--- src/rtl/switch_debounce.sv ---
// Switch/button debouncer: two-flop synchronisers, a whole-vector switch
// debouncer with a change strobe, and a 4-state button FSM with a press pulse.
module switch_debounce #(
  parameter int DB_CNT = 500000,
  parameter int CNT_W  = 20
) (
  input  logic        clk,
  input  logic        rst,
  input  logic [15:0] sw_raw,
  input  logic        btn_raw,
  output logic [15:0] sw_stable,
  output logic        sw_changed,
  output logic        btn_level,
  output logic        btn_pulse
);

  // Terminal count: the input has been steady long enough once the counter sits here.
  localparam logic [CNT_W-1:0] LP_LAST = CNT_W'(DB_CNT - 1);

  typedef enum logic [1:0] {
    IDLE         = 2'd0,
    PRESS_WAIT   = 2'd1,
    HELD         = 2'd2,
    RELEASE_WAIT = 2'd3
  } btn_state_t;

  logic [15:0]      r_sw_s1, r_sw_s2;
  logic             r_btn_s1, r_btn_s2;
  logic [15:0]      r_cand;
  logic [CNT_W-1:0] r_sw_cnt;
  logic [CNT_W-1:0] r_btn_cnt;
  btn_state_t       r_state;
  btn_state_t       w_next;
  logic             w_cnt_clr;
  logic             w_cnt_inc;
  logic             w_pulse;
  logic             w_level;

  // Two-flop synchronisers; nothing below touches the raw pins.
  always_ff @(posedge clk) begin
    if (rst) begin
      r_sw_s1  <= '0;
      r_sw_s2  <= '0;
      r_btn_s1 <= 1'b0;
      r_btn_s2 <= 1'b0;
    end else begin
      r_sw_s1  <= sw_raw;
      r_sw_s2  <= r_sw_s1;
      r_btn_s1 <= btn_raw;
      r_btn_s2 <= r_btn_s1;
    end
  end

  // Switch vector debounce: any bit change restarts the count for the whole vector.
  always_ff @(posedge clk) begin
    if (rst) begin
      r_cand     <= '0;
      r_sw_cnt   <= '0;
      sw_stable  <= '0;
      sw_changed <= 1'b0;
    end else begin
      sw_changed <= 1'b0;
      if (r_sw_s2 != r_cand) begin
        r_cand   <= r_sw_s2;
        r_sw_cnt <= '0;
      end else if (r_sw_cnt != LP_LAST) begin
        r_sw_cnt <= r_sw_cnt + 1'b1;
      end else if (r_cand != sw_stable) begin
        sw_stable  <= r_cand;
        sw_changed <= 1'b1;
      end
    end
  end

  // Button FSM next state; a release bounce while held returns to HELD silently.
  always_comb begin
    w_next    = r_state;
    w_cnt_clr = 1'b0;
    w_cnt_inc = 1'b0;
    w_pulse   = 1'b0;
    case (r_state)
      IDLE: begin
        if (r_btn_s2) begin
          w_next    = PRESS_WAIT;
          w_cnt_clr = 1'b1;
        end
      end
      PRESS_WAIT: begin
        if (!r_btn_s2) begin
          w_next = IDLE;
        end else if (r_btn_cnt == LP_LAST) begin
          w_next  = HELD;
          w_pulse = 1'b1;
        end else begin
          w_cnt_inc = 1'b1;
        end
      end
      HELD: begin
        if (!r_btn_s2) begin
          w_next    = RELEASE_WAIT;
          w_cnt_clr = 1'b1;
        end
      end
      RELEASE_WAIT: begin
        if (r_btn_s2) begin
          w_next = HELD;
        end else if (r_btn_cnt == LP_LAST) begin
          w_next = IDLE;
        end else begin
          w_cnt_inc = 1'b1;
        end
      end
      default: w_next = IDLE;
    endcase
    w_level = (w_next == HELD) || (w_next == RELEASE_WAIT);
  end

  // Button state, counter and registered outputs (level and pulse rise together).
  always_ff @(posedge clk) begin
    if (rst) begin
      r_state   <= IDLE;
      r_btn_cnt <= '0;
      btn_level <= 1'b0;
      btn_pulse <= 1'b0;
    end else begin
      r_state   <= w_next;
      btn_level <= w_level;
      btn_pulse <= w_pulse;
      if (w_cnt_clr)
        r_btn_cnt <= '0;
      else if (w_cnt_inc)
        r_btn_cnt <= r_btn_cnt + 1'b1;
    end
  end

endmodule

--- config.mk ---
export PLATFORM = sky130hd
export DESIGN_NAME = switch_debounce
export DESIGN_NICKNAME = d
export VERILOG_FILES = /design/src/rtl/switch_debounce.sv
export SDC_FILE = /design/constraint.sdc
export NUM_CORES = 1
export LEC_CHECK = 0
export CAP_MARGIN = 20
export CORE_AREA = 2 2 96 98
export DETAILED_ROUTE_END_ITERATION = 10
export DIE_AREA = 0 0 98 100
export HOLD_SLACK_MARGIN = 0.12
export PLACE_DENSITY = 0.73
export SLEW_MARGIN = 10
export SYNTH_ARGS = -nofsm -noshare
export SYNTH_HDL_FRONTEND = slang
export SYNTH_SLANG_ARGS = --single-unit
export TNS_END_PERCENT = 50
--- constraint.sdc ---
create_clock -name clk -period 5 [get_ports clk]
set_clock_uncertainty 0.1 [all_clocks]
set_input_delay 1.25 -clock clk [delete_from_list [all_inputs] [get_ports clk]]
set_output_delay 1.25 -clock clk [all_outputs]
set_load 0.02 [all_outputs]
# [Yosys cells after proc, flatten, opt, wreduce, memory -nomap -nowiden]
# Cells that the tools add are included.
[totals] inputBits=19 word_cells=50 out_inout_bits=19 register_bits=111
[op_classes] n_mux=16 eq_ne=9 n_addsub=2 bitwise_logic=4 n_reduce_logical=7
[op_table] operator="$add A20 B1 Y20 const B" count=2
[op_table] operator="$ne A16 B16 Y1" count=2
[op_table] operator="$eq A20 B19 Y1 const B" count=1
[op_table] operator="$ne A20 B19 Y1 const B" count=1
[op_table] operator="$mux W2" count=6
[op_table] operator="$eq A2 B2 Y1 const B" count=4
[op_table] operator="$pmux W2 S4" count=1
[op_table] operator="$mux W1" count=7
[op_table] operator="$reduce_or A3 Y1" count=2
[op_table] operator="$not A1 Y1" count=4
[op_table] operator="$pmux W1 S2" count=2
[op_table] operator="$reduce_or A2 Y1" count=2
[op_table] operator="$reduce_and A3 Y1" count=1
[op_table] operator="$eq A2 B1 Y1 const B" count=1
[op_table] operator="$logic_not A2 Y1" count=1
[op_table] operator="$logic_or A1 B1 Y1" count=1

# [Logic depth before layout (Yosys ltp)]
# Gate-level depths: netlist (run 1).
[logic_depth] ltp_word=6 depth_mapped=8 ltp_nobuf=6

# [Least setup slack after synthesis (run 1)]
# OpenSTA, ideal clock, no wires.
[synth_timing] kind="input to register" start="input rst" end="register r_btn_cnt[0]" path_slack_ns=2.823 required_time_ns=4.772 t_arrival_ns=1.949 setup_ns=0.128 n_path_buf=2 path_stages=4 path_cell_list="clkbuf_1 > o21bai_1 > clkbuf_1 > nor2_1"
[synth_between] elab_chain_cells=1
[synth_rtl] element="from (decl)" line_no="8" rtl="input logic rst,"
[synth_rtl] element="$reduce_or A2 Y1 (no source line)"
[synth_rtl] element="to (signal assigned)" line_no="132" rtl="r_btn_cnt <= r_btn_cnt + 1'b1;"
[synth_rtl] element="to (decl)" line_no="31" rtl="logic [CNT_W-1:0] r_btn_cnt;"
# Every way passes these cells.
# A chain may end at the register's enable or synchronous reset.

# [Worst setup path after layout (run 1)]
[layout_timing] start="register btn_level" end="output btn_level"
[layout_lines] element="from (decl)" line_no="13" rtl="output logic btn_level,"
[layout_lines] element="from (signal assigned)" line_no="127" rtl="btn_level <= w_level;"
# No word-level cell between the ends.

==> results of run 1 <==
routing by layer:
layer	vias to the layer above	global-route usage	wire [um]
met5	-	0	0
met4	0	0.0609	127
met3	9	0.0258	261
met2	60	0.300	3990
met1	1571	0.267	4220
li1	1681	-	-
cells by family (layout without fill, tap and decap cells):
kind of cell | Yosys count | after routing | synth area share
AOI/OAI and AO/OA | 65 | 65 | 0.0983
xor gates and xnor gates | 60 | 60 | 0.116
adders and majority gates | 2 | 2 | 0.00552
buffers and inverters | 29 | 61 | 0.0320
DFF | 110 | 110 | 0.486
muxes | 2 | 2 | 0.00442
and+or+nand+nor | 195 | 195 | 0.258
power groups by stage:
stage                     registers, W  logic (W)  clock network (W)
after detailed placement      0.000923  0.0000779                  0
after global routing          0.000906  0.0000869           0.000582
after global placement        0.000922  0.0000768                  0
final                         0.000903  0.0000784           0.000535
after CTS                     0.000903  0.0000780           0.000549
after floorplan               0.000920  0.0000559                  0
cells in the mapped netlist, types with 3 or more instances:
cell type / count
xor2_1: 41
inv_1: 6
and4_1: 6
a21oi_1: 28
or4_1: 6
nor2b_1: 50
or3_1: 8
o21ai_0: 8
nor4b_1: 4
clkbuf_1: 13
o31ai_1: 14
and3_1: 5
o31ai_2: 7
and2_1: 3
nand4_1: 24
dfxtp_1: 110
nand2_1: 17
buf_2: 7
xnor2_1: 19
nor3_1: 9
nor2_1: 31
nor4_1: 10
nand3_1: 9
state kept, by name, summed over array words and instances (netlist names):
signal      count
r_btn_s1        1
r_cand         16
btn_pulse       1
r_sw_s1        16
r_sw_cnt       20
sw_stable      16
btn_level       1
sw_changed      1
r_sw_s2        16
r_btn_cnt      20
r_btn_s2        1
r_state         1
through the flow:
step / area, um2 / std cells
3_5_place_dp: 4930 / 590
3_3_place_gp: 4930 / 590
5_1_grt: 5130 / 606
4_1_cts: 5130 / 606
2_1_floorplan: 4530 / 463
6_report: 5130 / 606
layout make-up:
type | count | area, um2
clock buffer | 9 | 124
clock inverter | 7 | 81.3
fill | 792 | 3760
inverter | 6 | 22.5
multi-input combinational | 324 | 2180
sequential | 110 | 2200
tap | 111 | 139
timing repair buffer | 39 | 380
path summary, 6_finish.rpt:
path                from  cells after the start  slack, ps            to
min reg2reg  r_sw_s1[12]                      1        350   r_sw_s2[12]
max reg2reg    r_cand[9]                      5       2280  sw_stable[2]
max            btn_level                      1       2210     btn_level
min          r_sw_s1[12]                      1        350   r_sw_s2[12]
==> results summary, run 1 <==
The worst stage delay on the critical path is 640 ps. The top cell types in the final layout, fill and taps aside, are dfxtp_1, nor2b_1, xor2_1. The number of warnings printed during yosys synthesis is 0. The share of the core filled with cells is 0.577.

The kind of end point of the critical path is a primary output. The tightest hold path in the finished design has a slack of 354 ps. Detailed placement finished with a half-perimeter wire length of 5930 um. For this design, the sink count on the clock tree is 110. The area of the die came out at 9800 um2. Among all flip-flop cells after synthesis, the most frequent one is dfxtp_1. The maximum frequency from static timing analysis is 359 MHz. At the end of routability-driven placement, the weighted congestion stood at 0.832.

The cell area after synthesis is 4530 um2. The area fraction of the dominant cell type after synthesis is 0.486. Clock-pin slew was measured on the worst setup and hold paths at 110 ps. The total negative slack for setup checks is 0 ps. The DRC violation count after routing is 0. Timing analysis after detailed placement gives a worst setup slack of 2360 ps. The largest net degree at the start of global routing came out at 66. The area growth from synthesis to layout is 13.3%. In the synthesized netlist, the number of instances is 463. The global-route wire length before repair is 15200 um. The worst relative slew slack is 0.349.

The design draws 0.00152 W. The detail route stage leaves a number of antenna-violating nets equal to 0. The die span in y is 100 um. Once the clock tree was built, the setup fixing pass inserted 0 buffers. STA classifies the critical path startpoint as a register. The total length of routed wires is 8590 um. The number of standard-cell rows in the floorplan is 35.

CTS built an H-tree with a depth of 3. For this run, the register share of the synthesized area comes to 0.486. The leftover overflow at the end of global routing is 0. In the post-synthesis netlist, the biggest area contributors are dfxtp_1, xor2_1, nor2b_1. The post-cts hold buffer count is 0.

The number of nets in the synthesized netlist came out at 484. The number of setup violations in the final report is 0. The floorplan die width came out at 98 um. Of the cells placed in the final design, the portion with a size suffix greater than 1 is 0.0727. The library cell used most frequently in the layout, excluding fill and tap cells, is dfxtp_1. The number of antenna violations at the first check in global routing came out at 0. The insertion delay to the later sink of the worst-skew pair came out at 370 ps. In the routed layout, each cell is associated on average with a via count of 5.48. Of the total power, registers draw 0.595. The number of global-route vias before repair is 3196. For this configuration, the core starts out at a cell density of 0.510.

The final worst-path setup slack is 2210 ps. The flow ran to the end, and the final reports show no timing, DRC or antenna violations. The synthesized design contains 0 enable-type register cells.

The top fanout value on the critical path came out at 5. The post-synthesis average cell area came out at 9.79 um2. The critical path is of the reg2out type. The async set or reset register ratio after synthesis came out at 0. The transition time at the pin with the least slew margin is 974 ps. The share of total power dissipated in combinational logic is 0.052. For this design the ratio of total power to cell area is 296 nW/um2. In the finished design, the share of the clock period the worst path needs comes to 0.557. The first-pass iteration count of the detailed router came out at 7. Among cell families on the critical path, the largest total delay comes from buffers and inverters.

For this design the top-level I/O count stands at 38. The number of failing hold endpoints at the final stage is 0. The netlist uses 46 different library cells. CTS placed an instance of clkbuf_8 at the clock tree root. The share of total power dissipated in the clock network is 0.353. The region available for standard cell placement spans 8890 um2. The switching power as a share of total power came out at 0.256. The cell type with the largest total area after synthesis is dfxtp_1. Setup repair after global routing left no endpoint under its margin. The post-layout net count came out at 511. For this run, the total global-route usage over all layers was measured as 0.188. The required time of the worst setup path is 3650 ps. The total number of vias is 3321. The post-synthesis register bit count came out at 110. The worst IR drop on VDD is 0.130 mV.

The TritonCTS buffer count is 9. The internal power consumption came out at 0.00113 W. No sink is reached through more buffers than the 2 on the longest clock path. The average wire per cell in the routed design is 14.2 um. The class of the worst hold path is reg2reg. The data arrival time of the worst path is 1440 ps. TritonCTS built the clock tree. The first-iteration detailed-routing DRC count is 129. The post-CTS resize count came out at 0. The number of max-slew violations in the final report is 0.

The signal on the critical path passes through clkdlybuf4s50_1. The leakage power of the design is 1.83 nW. On the critical path, the stage with the largest delay is an instance of clkdlybuf4s50_1. The total of buffers placed on input and output ports is 37. The net switching power came out at 0.000389 W. The number of max-capacitance violations reported came out at 0. The final critical delay including setup and external delays is 2790 ps. The number of antenna cells inserted is 0. The count of buffer and inverter cells on the critical path came out at 1.
No activity file was read; power rests on OpenSTA's default activity.
==> inputs of run 2 (changes only) <==
--- a/config.mk
+++ b/config.mk
@@ -6,11 +6,11 @@
 export NUM_CORES = 1
 export LEC_CHECK = 0
 export CAP_MARGIN = 20
-export CORE_AREA = 2 2 96 98
+export CORE_AREA = 2 2 97 99
 export DETAILED_ROUTE_END_ITERATION = 10
-export DIE_AREA = 0 0 98 100
+export DIE_AREA = 0 0 99 101
 export HOLD_SLACK_MARGIN = 0.12
-export PLACE_DENSITY = 0.73
+export PLACE_DENSITY = 0.74
 export SLEW_MARGIN = 10
 export SYNTH_ARGS = -nofsm -noshare
 export SYNTH_HDL_FRONTEND = slang
==> constraint.sdc (replaced) <==
create_clock -name clk -period 2.4 [get_ports clk]
set_clock_uncertainty 0.1 [all_clocks]
set_input_delay 0.6 -clock clk [delete_from_list [all_inputs] [get_ports clk]]
set_output_delay 0.6 -clock clk [all_outputs]
set_load 0.02 [all_outputs]
==> results summary, run 2 (synthesized netlist as in run 1, its figures left out) <==
The number of antenna violations at the first check in global routing came out at 0. TritonCTS built the clock tree. The leftover overflow at the end of global routing came out at 0. The insertion delay to the later sink of the worst-skew pair is 380 ps. For this run, the slowest stage of the critical path takes 670 ps. The floorplan die width is 99 um. The number of max-capacitance violations reported came out at 0.

The class of the worst hold path is reg2reg. The flow ran to the end, and the final reports show no timing, DRC or antenna violations. The worst setup path category is reg2out.

In the final layout, the registers with the most flip-flops are r_btn_cnt x20, r_sw_cnt x20. The power density relative to cell area came out at 616 nW/um2. The boundary pin count came out at 38. The total negative slack for setup checks is 0 ps.

The kind of end point of the critical path is a primary output. The number of setup violations in the final report is 0. The count of buffer and inverter cells on the critical path is 1. The number of setup buffers added after CTS came out at 0. The first-iteration detailed-routing DRC count came out at 90. The starting density of the core came out at 0.505. The total of buffers placed on input and output ports came out at 37. The maximum frequency from static timing analysis came out at 458 MHz. The number of standard cells in the layout, taps in and fillers out came out at 615. The share of the clock period used by the worst path after layout came out at 0.909. The library cell used most frequently in the layout, excluding fill and tap cells, is dfxtp_1. The startpoint identified for the worst register-to-register timing path is r_btn_cnt[4]. The DRC violation count after routing is 0.

The placed cell count came out at 599. The capturing element of the worst setup path is btn_level. The clock-pin slew on the worst setup and hold paths is 120 ps. Walking the worst path, the cells encountered are clkdlybuf4s50_1.

The share of final-layout standard cells stronger than drive strength 1 is 0.0893. The worst IR drop on VDD is 0.281 mV. Across every metal layer, demand over resource in global routing totals 0.179. The number of failing hold endpoints at the final stage is 0. The average wire per cell in the routed design is 14.1 um.

Setup repair after global routing left no endpoint under its margin. The internal power consumption is 0.00237 W. The worst setup path is launched from a register. The layout overhead on the synthesized area is 15.1%. The number of stages on the worst setup path is 1. Leaving out fill and tap cells, the most frequent cells in the layout are dfxtp_1, nor2b_1, xor2_1. The leakage power of the design came out at 1.87 nW. The first-pass iteration count of the detailed router came out at 4. The number of inserted filler cells in the final layout came out at 777.

The number of global-route vias before repair was 3167. In the routed layout, each cell is associated on average with a via count of 5.51. The buffer levels on the longest clock path came out at 2. Of the total power, the share spent switching nets is 0.262.

The die span in y came out at 101 um. The worst relative slew slack is 0.512. The post-cts hold buffer count is 0. The final RePlAce weighted congestion is 0.846.

0 antenna diodes ended up in the layout. The global-route wire length before repair is 14700 um. The transition time at the pin with the least slew margin is 730 ps. The slowest stage of the critical path is the clkdlybuf4s50_1 cell. The critical path startpoint is btn_level. In the final design database the tool counted 520 nets. The root buffer cell chosen for the clock tree is clkbuf_8.

Broken down by cell family, the worst path's largest delay share belongs to buffers and inverters. The clock sink count is 110. The number of levels in the clock H-tree is 3.

The required time of the worst setup path came out at 1700 ps. The sum of internal, switching and leakage power came out at 0.00321 W. The largest net degree at the start of global routing came out at 53. Once the clock tree was built, the resizer swapped 0 gates to a different size. The total number of vias is 3391.

The half-perimeter wire length after placement came out at 6040 um. In this run the critical register-to-register path is captured at r_btn_cnt[9]. The TritonCTS buffer count is 9. The final critical delay including setup and external delays came out at 2180 ps. The top fanout value on the critical path is 5. The net switching power is 0.000840 W. The routed design has 8660 um of wire. The die covers 10000 um2. Setup slack on the worst reg-to-reg path comes out at 250 ps.

The post-route antenna net violation count is 0. For the worst setup path, the data arrival time is 1480 ps. Of the total power, the clock network draws 0.359.

The share of power burned in registers is 0.586. Counting cells, the worst reg-to-reg path comes to 5. The combinational power share came out at 0.055.

The number of standard-cell rows in the floorplan is 35. The number of max-slew violations in the final report is 0. The area of the core is 8980 um2.
[run 2: cell count changes in the layout (fill, tap and decap cells not counted)]
cell,previous run,this run
clkinv_4,1,0
inv_8,2,1
clkinv_8,1,3
buf_4,2,11
[run 2: metrics by stage]
stage	hold WS (ps)	worst slack, ps	area, um2	utilization
2_1_floorplan	314	435	4530	-
4_1_cts	349	185	5210	0.581
3_3_place_gp	321	408	4990	0.556
6_report	347	219	5210	0.581
3_5_place_dp	320	305	4990	0.556
5_1_grt	360	21.7	5210	0.581
[run 2: power by group through the flow]
stage	clock [W]	sequential (W)	combinational, W
6_report	0.00115	0.00188	0.000176
5_1_grt	0.00127	0.00189	0.000193
4_1_cts	0.00118	0.00188	0.000177
3_5_place_dp	0	0.00192	0.000176
3_3_place_gp	0	0.00192	0.000173
2_1_floorplan	0	0.00192	0.000117
[run 2: area by class of cell]
| class | count | area [um2] | area share |
|---|---|---|---|
| sequential | 110 | 2200 | 0.422 |
| multi-input combinational | 324 | 2180 | 0.419 |
| timing repair buffer | 48 | 448 | 0.0859 |
| tap | 111 | 139 | 0.0266 |
| clock buffer | 9 | 124 | 0.0238 |
| clock inverter | 7 | 93.8 | 0.0180 |
| inverter | 6 | 22.5 | 0.00432 |
[run 2: layer usage]
metal | vias to the layer above | track usage | wire length [um]
met5 | - | 0 | 0
li1 | 1693 | - | -
met4 | 0 | 0.0822 | 175
met1 | 1593 | 0.245 | 4260
met2 | 85 | 0.275 | 3830
met3 | 20 | 0.0340 | 388
[run 2: worst min path at each step]
stage	startpoint	endpoint	slack (ps)	cells past startpoint
after floorplan	r_btn_s1	r_btn_s2	310	1
after global placement	r_sw_s1[12]	r_sw_s2[12]	320	1
after detailed placement	r_sw_s1[12]	r_sw_s2[12]	320	1
after CTS	r_sw_s1[12]	r_sw_s2[12]	350	1
after global routing	r_btn_s1	r_btn_s2	360	1
final	r_sw_s1[7]	r_sw_s2[7]	350	1
==> inputs of run 3 (changes only) <==
--- a/config.mk
+++ b/config.mk
@@ -6,11 +6,12 @@
 export NUM_CORES = 1
 export LEC_CHECK = 0
 export CAP_MARGIN = 20
-export CORE_AREA = 2 2 97 99
+export CORE_AREA = 2 2 96 98
 export DETAILED_ROUTE_END_ITERATION = 10
-export DIE_AREA = 0 0 99 101
+export DIE_AREA = 0 0 98 100
+export DONT_BUFFER_PORTS = 1
 export HOLD_SLACK_MARGIN = 0.12
-export PLACE_DENSITY = 0.74
+export PLACE_DENSITY = 0.7
 export SLEW_MARGIN = 10
 export SYNTH_ARGS = -nofsm -noshare
 export SYNTH_HDL_FRONTEND = slang
==> constraint.sdc (replaced) <==
create_clock -name clk -period 2.4 [get_ports clk]
set_clock_uncertainty 0.1 [all_clocks]
set_input_delay 0.6 -clock clk [delete_from_list [all_inputs] [get_ports clk]]
set_output_delay 0.6 -clock clk [all_outputs]
set_load 0.01 [all_outputs]
==> results summary, run 3 (synthesized netlist as in run 1, its figures left out) <==
The share of final-layout standard cells stronger than drive strength 1 came out at 0.0925. The total negative slack for setup checks is 0 ps. The clock tree synthesis step divided the H-tree into 3 levels.

The detailed router finished its first iteration with 85 violations. The worst setup path category is reg2reg. For this configuration, the core starts out at a cell density of 0.510.

The worst-case IR drop observed on VDD is 0.342 mV. The boundary pin count came out at 38. The library cell used most frequently in the layout, excluding fill and tap cells, is dfxtp_1.

Clock tree synthesis selected as its root buffer the cell clkbuf_8. The detail-routed via count per cell is 5.51. Of all nets on the critical path, the largest fanout is 19. The kind of end point of the critical path is a register. The required time of the worst setup path is 2580 ps. The worst relative slew slack is 0.606. The number of antenna violations at the first check in global routing was 0. The maximum frequency from static timing analysis came out at 457 MHz. The final critical delay including setup and external delays is 2190 ps. In the routed design, unresolved DRC markers number 0. Setup slack closes at 210 ps. The placed instances occupy a cell area of 4610 um2. The number of setup violations in the final report came out at 0.

The worst hold path belongs to the class in2reg. The number of setup buffers added after CTS came out at 0. 0 antenna diodes ended up in the layout.

The clock network fraction of total power came out at 0.361. The post-CTS resize count is 0. The largest registers in the layout are r_btn_cnt x20, r_sw_cnt x20. From synthesis to final layout, the design area changed by 6.71%. The number of standard-cell rows in the floorplan came out at 35. The TritonCTS buffer count came out at 9. The number of max-capacitance violations reported came out at 0. The largest net degree at the start of global routing is 73. The worst setup path is launched from a register. Timing analysis after detailed placement gives a worst setup slack of 223 ps. The data arrival time of the worst path is 2370 ps. The count of nets left with antenna violations once routing finished came out at 0. The half-perimeter wire length after placement is 5520 um. For flop-to-flop paths, the worst setup slack is 210 ps. For the pin with the worst max-slew slack, the measured transition is 589 ps. The global-route wire length before repair is 13600 um. The final RePlAce weighted congestion is 0.841.

The first detailed-routing pass ran for 4 iterations. The placed cell count came out at 560. The post-cts hold buffer count is 0.

The flow ran to the end, and the final reports show no timing, DRC or antenna violations. The share of total power dissipated in sequential elements is 0.596. The clock sink count came out at 110. Summing over every cut layer, the via total after detailed routing is 3171.

Dividing total power by cell area gives a power density of 653 nW/um2. The number of max-slew violations in the final report was 0. After clock tree synthesis, the clock-pin slew on the worst setup and hold paths is 120 ps.

The number of failing hold endpoints at the final stage is 0. The number of standard cells in the layout, taps in and fillers out came out at 576. The area of the core came out at 8890 um2. The total of buffers placed on input and output ports came out at 0.

The insertion delay to the later sink of the worst-skew pair came out at 380 ps. The die span in y came out at 100 um. The internal power consumption is 0.00235 W.

The total track usage is 0.170. The sum of internal, switching and leakage power came out at 0.00316 W. The number of global-route vias before repair was 2955.

The buffer levels on the longest clock path is 2. Setup repair after global routing left no endpoint under its margin. The area of the die is 9800 um2. The floorplan die width came out at 98 um. TritonCTS built the clock tree.

The leakage power of the design is 1.73 nW. The share of the clock period used by the worst path after layout came out at 0.912. In the layout the commonest cells are dfxtp_1, nor2b_1, xor2_1. The finished cells cover 4830 um2. The final layout contains 481 nets. The total length of routed wires came out at 8070 um. Of the total power, the share spent switching nets is 0.255. The leftover overflow at the end of global routing came out at 0. The net switching power is 0.000806 W. In the final routed layout, each cell accounts on average for 14.0 um. The combinational power share is 0.042.
## run 3: cell type report
| class | instances | area [um2] |
|---|---|---|
| clock inverters | 7 | 93.8 |
| fillers | 822 | 4060 |
| flip-flops and latches | 110 | 2200 |
| inverters | 6 | 22.5 |
| clock buffers | 9 | 124 |
| repair buffers | 9 | 67.6 |
| multi-input cells | 324 | 2190 |
| well taps | 111 | 139 |
## run 3: critical path: stages, from the launching register on
cell and delay [ps]:
dfxtp_1 400, ha_1 200, and4_1 350, nand3_2 180, or2_1 250, buf_4 220
o31ai_1 300, a21oi_1 90
## run 3: path summary, 6_finish.rpt
check / to / start / depth (start not counted)
max: sw_stable[0] / r_sw_cnt[0] / 7
min: r_btn_s1 / rst / 1
max reg2reg: sw_stable[0] / r_sw_cnt[0] / 7
min reg2reg: r_sw_s2[11] / r_sw_s1[11] / 1
## run 3: through the flow
step | hold slack [ps] | utilization
detailed placement | 324 | 0.519
global route | 157 | 0.544
CTS | 163 | 0.544
global placement | 323 | 0.519
floorplan | 314 | -
finish | 182 | 0.544
## run 3: per-layer routing
| layer | wire (um) | vias to the layer above | global-route usage | part of all wire |
|---|---|---|---|---|
| li1 | - | 1624 | - | - |
| met5 | 0 | - | 0 | 0 |
| met3 | 445 | 12 | 0.0313 | 0.055 |
| met2 | 3550 | 87 | 0.256 | 0.44 |
| met4 | 148 | 0 | 0.0791 | 0.018 |
| met1 | 3920 | 1448 | 0.237 | 0.49 |
## run 3: power by group through the flow
stage	Combinational, W	Sequential (W)	Clock [W]
after floorplan	0.000117	0.00192	0
after global placement	0.000133	0.00192	0
after detailed placement	0.000132	0.00192	0
after CTS	0.000133	0.00188	0.00118
after global routing	0.000147	0.00189	0.00125
final	0.000133	0.00188	0.00114
